**src/rtl/secuenciador_ctrl_pkg.sv**
```systemverilog
// Shared definitions for the control-unit step sequencer: state encodings and
// default widths, so the decoder and the sequencer agree on the opcode width.
package secuenciador_ctrl_pkg;

   localparam int OP_W_DEF  = 3;
   localparam int CNT_W_DEF = 4;

   typedef enum logic [1:0] {
      ESPERA  = 2'd0,
      CARGA   = 2'd1,
      EJECUTA = 2'd2,
      FIN     = 2'd3
   } estado_t;

endpackage

```
**src/rtl/secuenciador_ctrl_contador.sv**
```systemverilog
// Loadable down-counter for execute cycles; loads max(value,1), stops at 1.
// Latency 1 cycle from load/dec to o_es_uno; no backpressure.
module contador_ciclos
   import secuenciador_ctrl_pkg::*;
#(
   parameter int CNT_W = CNT_W_DEF
) (
   input  logic             i_clk,
   input  logic             i_rst,
   input  logic             i_load,
   input  logic [CNT_W-1:0] i_valor,
   input  logic             i_dec,
   output logic             o_es_uno
);

   logic [CNT_W-1:0] r_cuenta;

   always_ff @(posedge i_clk) begin
      if (i_rst) begin
         r_cuenta <= '0;
      end else if (i_load) begin
         // A zero count still executes once.
         r_cuenta <= (i_valor == '0) ? CNT_W'(1) : i_valor;
      end else if (i_dec && (r_cuenta > CNT_W'(1))) begin
         r_cuenta <= r_cuenta - CNT_W'(1);
      end
   end

   assign o_es_uno = (r_cuenta == CNT_W'(1));

endmodule

```
**src/rtl/secuenciador_ctrl.sv**
```systemverilog
// Step sequencer feeding the 3-to-8 decoder: setup cycle, C enable cycles, fin pulse (C+3 period).
// Accepts via valid/ready only when idle; SEC_CTRL_B2B_EN also accepts in FIN (C+2 period).
module secuenciador_ctrl
   import secuenciador_ctrl_pkg::*;
#(
   parameter int OP_W  = OP_W_DEF,
   parameter int CNT_W = CNT_W_DEF
) (
   input  logic             i_clk,
   input  logic             i_rst,
   input  logic             i_instr_valid,
   output logic             o_instr_ready,
   input  logic [OP_W-1:0]  i_instr_op,
   input  logic [CNT_W-1:0] i_instr_ciclos,
   input  logic             i_abortar,
   output logic [OP_W-1:0]  o_dec_ent,
   output logic             o_dec_ena,
   output logic             o_ocupado,
   output logic             o_fin
);

   estado_t         r_estado;
   logic [OP_W-1:0] r_dec_ent;
   logic            r_dec_ena;
   logic            r_fin;

   logic w_listo;
   logic w_hs;
   logic w_es_uno;
   logic w_dec;

`ifdef SEC_CTRL_B2B_EN
   assign w_listo = (r_estado == ESPERA) || (r_estado == FIN);
`else
   assign w_listo = (r_estado == ESPERA);
`endif

   // Decoded from state, but held low while reset is asserted.
   assign o_instr_ready = ~i_rst & w_listo;
   assign o_ocupado     = ~i_rst & (r_estado != ESPERA);
   assign w_hs          = i_instr_valid & o_instr_ready;
   assign w_dec         = (r_estado == EJECUTA) & ~i_abortar;

   contador_ciclos #(
      .CNT_W (CNT_W)
   ) u_contador (
      .i_clk    (i_clk),
      .i_rst    (i_rst),
      .i_load   (w_hs),
      .i_valor  (i_instr_ciclos),
      .i_dec    (w_dec),
      .o_es_uno (w_es_uno)
   );

   always_ff @(posedge i_clk) begin
      if (i_rst) begin
         r_estado  <= ESPERA;
         r_dec_ent <= '0;
         r_dec_ena <= 1'b0;
         r_fin     <= 1'b0;
      end else begin
         r_dec_ena <= 1'b0;
         r_fin     <= 1'b0;
         case (r_estado)
            ESPERA: begin
               if (w_hs) begin
                  r_dec_ent <= i_instr_op;
                  r_estado  <= CARGA;
               end
            end
            CARGA: begin
               if (i_abortar) begin
                  r_estado <= ESPERA;
               end else begin
                  r_estado  <= EJECUTA;
                  r_dec_ena <= 1'b1;
               end
            end
            EJECUTA: begin
               // Abort beats the last execute cycle: no fin in that case.
               if (i_abortar) begin
                  r_estado <= ESPERA;
               end else if (w_es_uno) begin
                  r_estado <= FIN;
                  r_fin    <= 1'b1;
               end else begin
                  r_dec_ena <= 1'b1;
               end
            end
            FIN: begin
               if (w_hs) begin
                  r_dec_ent <= i_instr_op;
                  r_estado  <= CARGA;
               end else begin
                  r_estado <= ESPERA;
               end
            end
         endcase
      end
   end

   assign o_dec_ent = r_dec_ent;
   assign o_dec_ena = r_dec_ena;
   assign o_fin     = r_fin;

endmodule

```
**config.mk**
```make
export PLATFORM = sky130hd
export DESIGN_NAME = secuenciador_ctrl
export DESIGN_NICKNAME = d
export VERILOG_FILES = /design/src/rtl/secuenciador_ctrl_pkg.sv /design/src/rtl/secuenciador_ctrl_contador.sv /design/src/rtl/secuenciador_ctrl.sv
export SDC_FILE = /design/constraint.sdc
export NUM_CORES = 1
export LEC_CHECK = 0
export CAP_MARGIN = 20
export CORE_MARGIN = 2
export CORE_UTILIZATION = 30
export CTS_BUF_LIST = sky130_fd_sc_hd__clkbuf_4 sky130_fd_sc_hd__clkbuf_8 sky130_fd_sc_hd__clkbuf_16
export DETAILED_ROUTE_END_ITERATION = 8
export GPL_TIMING_DRIVEN = 0
export PLACE_DENSITY = 0.55
export SETUP_SLACK_MARGIN = 0.3
export SLEW_MARGIN = 20
export SYNTH_ARGS = -nofsm -noshare
export SYNTH_HDL_FRONTEND = slang
export SYNTH_HIERARCHICAL = 1
export SYNTH_SLANG_ARGS = --single-unit
```
**constraint.sdc**
```tcl
create_clock -name i_clk -period 4.4 [get_ports i_clk]
set_clock_uncertainty 0.2 [all_clocks]
set_input_delay 0.66 -clock i_clk [delete_from_list [all_inputs] [get_ports i_clk]]
set_output_delay 0.66 -clock i_clk [all_outputs]
set_load 0.03 [all_outputs]
```
# [Yosys cells after proc, flatten, opt, wreduce, memory -nomap -nowiden]
# Cells that the tools add are included.
[word_totals] ff_bits=11 input_bits=11 wordCells=43
[classes] addsub=1 n_lt_le_gt_ge=1 eq_ne=6 mux=14 n_bitwise=7 reduce_logical=9
[ops] operator="$mux 4" n=3
[ops] operator="$mux 2" n=4
[ops] operator="$pmux 2 s4" n=1
[ops] operator="$mux 1" n=5
[ops] operator="$and 1x1->1" n=4
[ops] operator="$eq 2x2->1 const B" n=2
[ops] operator="$eq 4x1->1 const B" n=1
[ops] operator="$gt 4x1->1 const B" n=1
[ops] operator="$logic_not 4->1" n=1
[ops] operator="$reduce_and 2->1" n=2
[ops] operator="$reduce_bool 2->1" n=2
[ops] operator="$sub 4x1->4 const B" n=1
[ops] operator="$ne 3x2->1 const B" n=1
[ops] operator="$not 1->1" n=3
[ops] operator="$reduce_or 3->1" n=1
[ops] operator="$eq 2x1->1 const B" n=1
[ops] operator="$logic_not 2->1" n=1
[ops] operator="$ne 2x1->1 const B" n=1
[ops] operator="$pmux 1 s2" n=1
[ops] operator="$reduce_or 2->1" n=1
[ops] operator="$logic_and 1x1->1" n=1

# [Depth between registers and ports, before layout]
[depth] ltp_word=5 depth_mapped=7

# [By module]
# The synthesis kept the hierarchy.
[by_module_without_submodules] module="secuenciador_ctrl" instances=1 cells_per_inst=36 area_per_inst_um2=357.8 seq_area_each_um2=140.1
[by_module_without_submodules] module="contador_ciclos" instances=1 cells_per_inst=36 area_per_inst_um2=282.8 seq_area_each_um2=80.1

# [Worst setup path before layout]
# No wires, ideal clock.
[synth_path] path_type="input -> output" start="input i_rst" end="output o_instr_ready" arrival_time_ns=1.182 path_slack_ns=2.358 cell_stages=2 n_path_buf=1 cell_sequence="buf_6 -> nor2_1"
[synth_between] elab_chain_cells=2
[synth_lines] item="start, declared" line="secuenciador_ctrl.sv:10" source="input logic i_rst,"
[synth_lines] item="$not 1->1" line="secuenciador_ctrl.sv:39" source="assign o_instr_ready = ~i_rst & w_listo;"
[synth_lines] item="$and 1x1->1" line="secuenciador_ctrl.sv:39"
[synth_lines] item="end, declared" line="secuenciador_ctrl.sv:12" source="output logic o_instr_ready,"
# No other way between the ends.

# [Worst setup path in the final report]
[layout_path] start="input i_rst" end="output o_ocupado"
[layout_between] elab_chain_cells=2
[layout_lines] item="$not 1->1" line="secuenciador_ctrl.sv:40" source="assign o_ocupado = ~i_rst & (r_estado != ESPERA);"
[layout_lines] item="$and 1x1->1" line="secuenciador_ctrl.sv:40"
[layout_lines] item="end, declared" line="secuenciador_ctrl.sv:18" source="output logic o_ocupado,"
# No other way between the ends.

==> impl_metrics.ini <==
[setup_path]
cp-start-kind = input port
cp_slowest_stage_delay_ns = 0.67
worst_ep_required_time_ns = 3.54
worstSetupPathType = input port to output pin
cp-end-kind = output pin
crit_slowest_cell = clkdlybuf4s50_1
crit_path_cell_trace = clkdlybuf4s50_1 > buf_6 > nor2_1 > clkdlybuf4s50_1
path_max_fanout = 10
cp_data_arrival_time_ns = 2.17
crit_path_frequent_cell = clkdlybuf4s50_1

[clock_network]
insertion_delay_ns = 0.28
clkTransAtPathRegs_ns = 0.07
cts_tree = yes
cts-root-buf = clkbuf_4
h-tree-depth = 1
cts.repair.resized = 0
clock-sinks = 11
post_cts_buffers = 0
ctsLongestPathBuffers = 2
ctsHoldBuffers = 0
cts_buffers = 3

[synth]
synth_edf_count = 0
syn_nets = 88
async_reset_ff_share_pct = 0
synth.yosys.seq_area_share_pct = 34.4
ys_ff_latch = 11
netlist_instances = 72
syn-mean-instance-area_um2 = 8.90
synth_cell_types = 29
ys.flop_type = dfxtp_1
netlist_area_um2 = 641
yosysWarnings = 6

[flow_run]
drv_cap = 0

[die]
initial_utilization_pct = 32.3
rows = 16
die_area_um2 = 2520
io_pins = 18
core_area_um2 = 1980
die_width_um = 50.2
dieHeight_um = 50.2

[detailed_routing]
vias_per_cell = 4.68
final_antenna_net_count = 0
top_layer = met4
wirelength_um = 1250
route.detailed.drc = 0
first_iter_violations = 16
wl_met3_um = 84
drt-pass1-iter-count = 4
wl_per_cell_um = 10.4
wirelength_met1_um = 564
wl_met2_um = 593
dr_total_vias = 561

[sta]
setup_viol = 0
tightest_slew_ns = 0.308
rsz0062_at_grt = false
finalHoldViolations = 0
fin_crit_sh_pct = 68.8
tns_ns = 0
finalMaxSlewViolations = 0
timing.fmax_ghz = 0.330
fin_crit_ns = 3.03
relSlewSlack_pct = 79.4
fin_ws_ns = 1.37

[final_layout]
final_common_cell = clkdlybuf4s50_1
regArea_um2 = 220
nNetsFinal = 110
syn2layout_area_growth_pct = 36.5
final_cell_mix = clkdlybuf4s50_1, inv_1, dfxtp_1
nFillCells = 182
multi_input_comb_area_um2 = 364
final_util_pct = 44.1
diodes = 0
drive_above_1_share_pct = 11.8

[grt]
antenna_found_initial = 0
overflow = 0
grt_first_pass_wirelength_um = 2090
grt_max_degree = 11
track_usage_pct = 11.1
grt_pass1_vias = 530

[power]
p_leak_nw = 0.363
ir_drop_uv = 183
total_power_mw = 0.260
powerDensity_nw_per_um2 = 298

[placement]
dp_hpwl_um = 971
place_ws_ns = 1.35
place.gp.congestion = 0.808
port_buffers = 17

[hold_path]
hold_class = flip-flop to flip-flop

[status]
run_status = finished, final reports clean
[path summary, 6_finish.rpt]
kind                                                           from                                  end  slack (ns)  depth (start not counted)
worst max-delay path                                          i_rst                            o_ocupado        1.37                          4
worst min-delay path            u_contador/r_cuenta[3]$_SDFFE_PP0P_  u_contador/r_cuenta[3]$_SDFFE_PP0P_        0.31                          2
worst max register to register             r_estado[0]$_SDFFE_PP0P_  u_contador/r_cuenta[2]$_SDFFE_PP0P_        2.57                          7
worst min register to register  u_contador/r_cuenta[3]$_SDFFE_PP0P_  u_contador/r_cuenta[3]$_SDFFE_PP0P_        0.31                          2
[stage by stage]
stage               cell area [um^2]  hold WS (ns)  cells
global placement                 845         0.283    116
global route                     875         0.331    120
finish                           875         0.313    120
floorplan                        641         0.275     72
detailed placement               845         0.286    116
CTS                              875         0.318    120
[per-layer routing]
metal | track usage [%] | up-vias
met3 | 5.65 | 2
met2 | 17.5 | 14
met1 | 12.5 | 249
met4 | 4.63 | 0
met5 | 0 | -
li1 | - | 296
[Yosys cell counts, drive strengths merged (2+ instances only)]
library cell,instances,area share (%)
o211ai,2,2.3
nor3,2,1.6
nor4b,2,3.7
inv,12,7.0
a311oi,2,2.7
dfxtp,11,34
nand2,4,2.3
mux2i,4,6.3
or3,3,2.9
ha,5,9.8
nand2b,2,2.3
nor2,9,5.3
[kinds of logic after synthesis]
group                      count (synthesis)  share of synthesized area [%]
muxes                                      4                           6.25
DFF                                       11                           34.4
and+or+nand+nor                           26                           22.9
adders and majority gates                  5                           9.77
AOI/OAI and AO/OA                         13                           18.0
buffers and inverters                     13                           8.79
[cell type report]
type	count	area share, %
plain buffers	1	1.29
clock buffers	4	3.43
inverters	12	5.15
multi-input cells	48	41.6
flip-flops and latches	11	25.2
well taps	27	3.86
repair buffers	17	19.5
[report_power, final]
group / leakage, nW / internal [mW] / switching [mW] / total (mW)
clock network: 0.0184 / 0.0414 / 0.0355 / 0.0769
registers: 0.0900 / 0.107 / 0.00485 / 0.111
logic: 0.254 / 0.0341 / 0.0379 / 0.0720
total: 0.363 / 0.182 / 0.0783 / 0.260
[state kept, by name (all words and copies together), names as in the netlist]
| name | count |
|---|---|
| o_dec_ena | 1 |
| o_dec_ent | 3 |
| o_fin | 1 |
| r_estado | 2 |
| u_contador/r_cuenta | 4 |
[worst max-delay path: cells and delay by family]
family	cells	cell delay, ns
buffers and inverters	3	1.42
and+or+nand+nor	1	0.09
(Power assumes the default switching activity.)
